`src/rtl/store_unit_pkg.sv`:
```
// Shared store-size encodings, device-buffer state encoding and lane-generator result type
// for the M-stage store unit.
package store_unit_pkg;

    localparam logic [1:0] STORE_NONE = 2'b00;
    localparam logic [1:0] STORE_HALF = 2'b01;
    localparam logic [1:0] STORE_BYTE = 2'b10;
    localparam logic [1:0] STORE_WORD = 2'b11;

    typedef enum logic {
        ST_IDLE = 1'b0,
        ST_BUSY = 1'b1
    } dev_state_t;

    typedef struct packed {
        logic [3:0]  be;
        logic [31:0] wdata;
        logic        misaligned;
    } lane_t;

    // The device only sees word addresses; the byte lanes travel in the enables.
    function automatic logic [31:0] word_addr(input logic [31:0] addr);
        return {addr[31:2], 2'b00};
    endfunction

endpackage

```
`src/rtl/store_lane_gen.sv`:
```
// Turns a store size, the low address bits and the rt value into byte enables,
// lane-replicated write data and a misalignment flag. Purely combinational.
module store_lane_gen
    import store_unit_pkg::*;
(
    input  logic [1:0]  sel,
    input  logic [1:0]  addr_lo,
    input  logic [31:0] wd,
    output lane_t       lane
);

    // A misaligned access keeps its data but never enables any lane.
    always_comb begin
        lane = '0;
        case (sel)
            STORE_WORD: begin
                lane.wdata = wd;
                if (addr_lo != 2'b00) begin
                    lane.misaligned = 1'b1;
                end else begin
                    lane.be = 4'b1111;
                end
            end
            STORE_HALF: begin
                lane.wdata = {2{wd[15:0]}};
                if (addr_lo[0]) begin
                    lane.misaligned = 1'b1;
                end else begin
                    lane.be = addr_lo[1] ? 4'b1100 : 4'b0011;
                end
            end
            STORE_BYTE: begin
                lane.wdata = {4{wd[7:0]}};
                lane.be    = 4'b0001 << addr_lo;
            end
            default: begin
                lane = '0;
            end
        endcase
    end

endmodule

```
`src/rtl/store_unit.sv`:
```
// M-stage store unit: drives data-memory byte lanes directly and posts device writes
// through a one-entry buffer with a req/ack handshake, stalling M only on overtaking.
module store_unit
    import store_unit_pkg::*;
#(
    parameter bit STALL_ON_DEVLOAD = 1'b1
) (
    input  logic        clk,
    input  logic        reset,
    input  logic [1:0]  storeselM,
    input  logic [31:0] ALUout_M,
    input  logic [31:0] WD_M,
    input  logic        HitDMM,
    input  logic        devloadM,
    output logic [3:0]  DM_WE,
    output logic [31:0] DM_WD,
    output logic        AdES_M,
    output logic        dev_req,
    output logic [31:0] dev_addr,
    output logic [31:0] dev_wdata,
    output logic [3:0]  dev_be,
    input  logic        dev_ack,
    output logic        stall_M
);

    lane_t      lane;
    logic       store_valid;
    logic       new_dev_store;
    logic       capture;
    dev_state_t state;
    dev_state_t next_state;

    store_lane_gen u_lane_gen (
        .sel     (storeselM),
        .addr_lo (ALUout_M[1:0]),
        .wd      (WD_M),
        .lane    (lane)
    );

    assign store_valid   = (storeselM != STORE_NONE) && !lane.misaligned;
    assign new_dev_store = store_valid && !HitDMM;
    assign AdES_M        = lane.misaligned;
    assign DM_WD         = lane.wdata;

    always_ff @(posedge clk) begin
        if (reset) begin
            state <= ST_IDLE;
        end else begin
            state <= next_state;
        end
    end

    // An ack releases the entry and frees the slot for a store arriving in the same cycle.
    always_comb begin
        next_state = state;
        case (state)
            ST_IDLE: begin
                if (new_dev_store) begin
                    next_state = ST_BUSY;
                end
            end
            ST_BUSY: begin
                if (dev_ack && !new_dev_store) begin
                    next_state = ST_IDLE;
                end
            end
            default: begin
                next_state = ST_IDLE;
            end
        endcase
    end

    always_comb begin
        stall_M = 1'b0;
        capture = 1'b0;
        DM_WE   = 4'b0000;
        case (state)
            ST_IDLE: begin
                capture = new_dev_store;
            end
            ST_BUSY: begin
                stall_M = !dev_ack &&
                          (new_dev_store || (devloadM && STALL_ON_DEVLOAD));
                capture = new_dev_store && dev_ack;
            end
            default: begin
                capture = 1'b0;
            end
        endcase
        if (store_valid && HitDMM && !stall_M) begin
            DM_WE = lane.be;
        end
    end

    // The posted-write registers only change on capture; they hold steady while BUSY.
    always_ff @(posedge clk) begin
        if (reset) begin
            dev_req   <= 1'b0;
            dev_addr  <= '0;
            dev_wdata <= '0;
            dev_be    <= 4'b0000;
        end else begin
            dev_req <= (next_state == ST_BUSY);
            if (capture) begin
                dev_addr  <= word_addr(ALUout_M);
                dev_wdata <= lane.wdata;
                dev_be    <= lane.be;
            end
        end
    end

endmodule

```
`config.mk`:
```
export PLATFORM = sky130hd
export DESIGN_NAME = store_unit
export DESIGN_NICKNAME = d
export VERILOG_FILES = /design/src/rtl/store_unit_pkg.sv /design/src/rtl/store_lane_gen.sv /design/src/rtl/store_unit.sv
export SDC_FILE = /design/constraint.sdc
export NUM_CORES = 1
export LEC_CHECK = 0
export ABC_AREA = 0
export CAP_MARGIN = 20
export CORE_ASPECT_RATIO = 1.5
export CORE_UTILIZATION = 43
export DETAILED_ROUTE_END_ITERATION = 16
export PLACE_DENSITY = 0.8
export SETUP_SLACK_MARGIN = 0.02
export SLEW_MARGIN = 40
export SYNTH_ARGS = -nofsm -noshare
export SYNTH_HDL_FRONTEND = slang
export SYNTH_SLANG_ARGS = --single-unit
```
`constraint.sdc`:
```
create_clock -name clk -period 2.2 [get_ports clk]
set_clock_uncertainty 0.05 [all_clocks]
set_input_delay 0.44 -clock clk [delete_from_list [all_inputs] [get_ports clk]]
set_output_delay 0.44 -clock clk [all_outputs]
set_load 0.005 [all_outputs]
```
==> out/qor.csv, run 1 <==
metric,value,unit
worstPathRequired,1710,ps
placementRows,43,
drtAntennaViolNets,0,
die_width,81.5,um
nets,722,
arrival,1660,ps
relSlewSlack,55.0,%
drive_gt1_share,21.3,%
core,9200,um2
synthesis.area,4080,um2
clockRootBuffer,clkbuf_16,
cts_tree,yes,
tightest_slew,676,ps
cap_violations,0,
hold_slack,422,ps
combPwrFrac,25.6,%
worstSetupStartpoint,storeselM[1],
wirelength,12.8,mm
num_vias,3955,
worstSkewPairLatency,330,ps
seq_area,1340,um2
multi_input_comb_area,2350,um2
holdCritPathClass,flop to flop,
cp-endpoint,DM_WD[6],
fin_ws,51.4,ps
numPortBuffers,175,
cts-buffers-inserted,9,
antenna_found_initial,1,
power_frac_clock,39.2,%
path_max_fanout,13,
clkSinkCount,67,
seq_area_frac_synth,32.9,%
grt_pass1_wl,19.8,mm
yosysUniqueCellTypes,39,
pwr-share-seq,35.2,%
outcome,"finished, final reports clean",
grt_max_degree,43,
power_density,563,nW/um2
grt_pass1_vias,4097,
r2r_setup_slack,410,ps
final_core_util,72.4,%
peakVddDrop,0.435,mV
startpoint_type,primary input,
drtPass1Iterations,4,
placed_area,6050,um2
dp_slack,-585,ps
internal_power,2.78,mW
hpwl,9.05,mm
dieHeight,121,um
fin_cells,769,
postLayoutCellArea,6660,um2
reg2reg_to,dev_addr[7],
critPathCaptureType,output port,
slew_viol_final,0,
place_congestion,0.817,
htree_num_levels,3,
dp_cells,739,
reg2reg_from,dev_req,
start_util,44.3,%
wl_per_cell,16.7,um
rsz0062_at_grt,no,
route.detailed.drc,0,
nFillCells,716,
finalHoldViolations,0,
reg2regPathDepth,7,
grt.total_usage,26.6,%
finalCriticalPeriod,2150,ps
switching_share,26.0,%
drt_iter0_drc,127,
ios,178,
yosys_warnings,0,
p_switching,0.975,mW
netlist_instances,457,
crit_type,primary input to output port,
cts_buffer_depth,2,
syn_to_final_growth,63.5,%
vias_per_cell,5.14,
overflow,0,
tns,0,ps
clkTransAtPathRegs,50,ps
synth.avg_cell_area,8.92,um2
fmaxAchievable,465,MHz
finalPower,3.75,mW
setup_violations,0,
dieArea,9880,um2
ys_ff_latch,67,
total_leakage_power,2.77,nW
fin_crit_sh,97.7,%
-- worst min-delay path by stage --
stage | startpoint | endpoint | slack, ps | cells after the start
finish | dev_wdata[7] | dev_wdata[7] | 420 | 2
global route | dev_wdata[7] | dev_wdata[7] | 440 | 2
CTS | dev_wdata[1] | dev_wdata[1] | 430 | 2
detailed placement | dev_wdata[1] | dev_wdata[1] | 410 | 2
global placement | dev_wdata[28] | dev_wdata[28] | 410 | 2
floorplan | dev_addr[10] | dev_addr[10] | 410 | 2
-- layout make-up --
class | count | area share (%)
multi-input cells | 308 | 35.3
inverters | 10 | 0.563
diodes | 1 | 0.0376
clock inverters | 6 | 0.977
well taps | 112 | 2.10
clock buffers | 10 | 3.59
repair buffers | 255 | 37.3
flip-flops and latches | 67 | 20.1
-- power by group through the flow --
stage,sequential (mW),combinational (mW),clock (mW)
finish,1.32,0.960,1.47
global route,1.33,1.03,1.54
CTS,1.32,0.949,1.49
detailed placement,1.35,0.907,0
global placement,1.34,0.892,0
floorplan,1.35,0.421,0
-- registers in the layout, summed over array words and instances (netlist names) --
name and count:
dev_wdata 32, dev_addr 30, dev_be 4, dev_req 1
-- routing by layer --
metal / track usage (%) / part of all wire [%] / vias to the layer above / wire length (um)
met5: 0 / 0 / - / 0
met4: 11.3 / 2.9 / 0 / 371
met3: 8.27 / 7.2 / 28 / 926
met2: 46.4 / 53 / 147 / 6740
met1: 28.8 / 37 / 1867 / 4800
li1: - / - / 1913 / -
-- cells in the final DEF (no fill, tap or decap), types with 2 or more instances in the layout --
master           Yosys  final
a211o_1              9      9
a21oi_1             24     23
a22oi_2              0      9
and2_1               9      9
buf_12               1      8
buf_2                9      3
buf_4               35     62
buf_6                6      7
buf_8                0      3
clkbuf_16            0     10
clkbuf_2             0      2
clkdlybuf4s50_1      0    130
clkinv_2             0      2
clkinv_4             0      2
conb_1               1      2
dfxtp_1             67     67
dlygate4sd2_1        0     33
dlymetal6s2s_1       0      4
inv_1               10     10
mux2_1               3      3
mux2_2              14     14
mux2i_1             54     53
nand2_1             16     16
nand2b_1            78     78
nand3_1             11     11
nand3b_1            17     17
nor2b_1             21     19
nor2b_4              0      2
o211ai_1            11     11
o21ai_0             12     11
or2_4                0      2
-- cells in the mapped netlist (all sizes together) --
cell / n / area (um2)
a2111oi: 1 / 8.76
or2: 1 / 6.26
o21ba: 1 / 10.0
nand2: 16 / 60.1
o21ai: 12 / 60.1
inv: 10 / 37.5
nor2: 2 / 7.51
nand2b: 78 / 488
dfxtp: 67 / 1340
a211oi: 2 / 20.0
conb: 1 / 3.75
nand3b: 17 / 128
o21bai: 1 / 7.51
o211ai: 11 / 82.6
clkbuf: 22 / 82.6
buf: 52 / 399
and4b: 1 / 10.0
or4b: 1 / 10.0
nand3: 11 / 55.1
a21o: 1 / 15.0
nor4bb: 1 / 10.0
mux2: 17 / 191
o21a: 1 / 7.51
and2: 9 / 56.3
xnor2: 1 / 8.76
a221o: 1 / 10.0
a211o: 9 / 78.8
nor2b: 21 / 131
a21oi: 24 / 120
a2111o: 1 / 11.3
a311oi: 1 / 8.76
a22oi: 9 / 67.6
mux2i: 54 / 541
-- cell families (layout without fill, tap and decap cells) --
group                  Yosys count  count (layout)  synth area share [%]
AND/OR/NAND/NOR                158             159                  23.6
buffers and inverters           84             281                  12.7
AO/OA/AOI/OAI                   75              75                  12.5
multiplexers                    71              71                  18.0
flip-flops                      67              67                  32.9
other                            1               3                0.0920
XOR/XNOR                         1               1                 0.215
-- worst max-delay path: stages --
cell             delay [ps]
buf_4                   160
buf_12                  160
or2_4                   270
and2_1                  170
clkdlybuf4s50_1         450
-- what timing repair did --
item,4_1_cts,5_1_grt
buffers inserted,8,2
cloned,1,2
hold buffers,0,0
gates resized for setup,96,8
endpoints found under the setup margin,38,10
pin swaps,9,2
(Power assumes the default switching activity.)
==> inputs of run 2 (changes only) <==
Settings changed: CAP_MARGIN 20 to not set.
==> results of run 2 <==
Same layout as run 1: the final DEF is identical, and so are final timing and power.
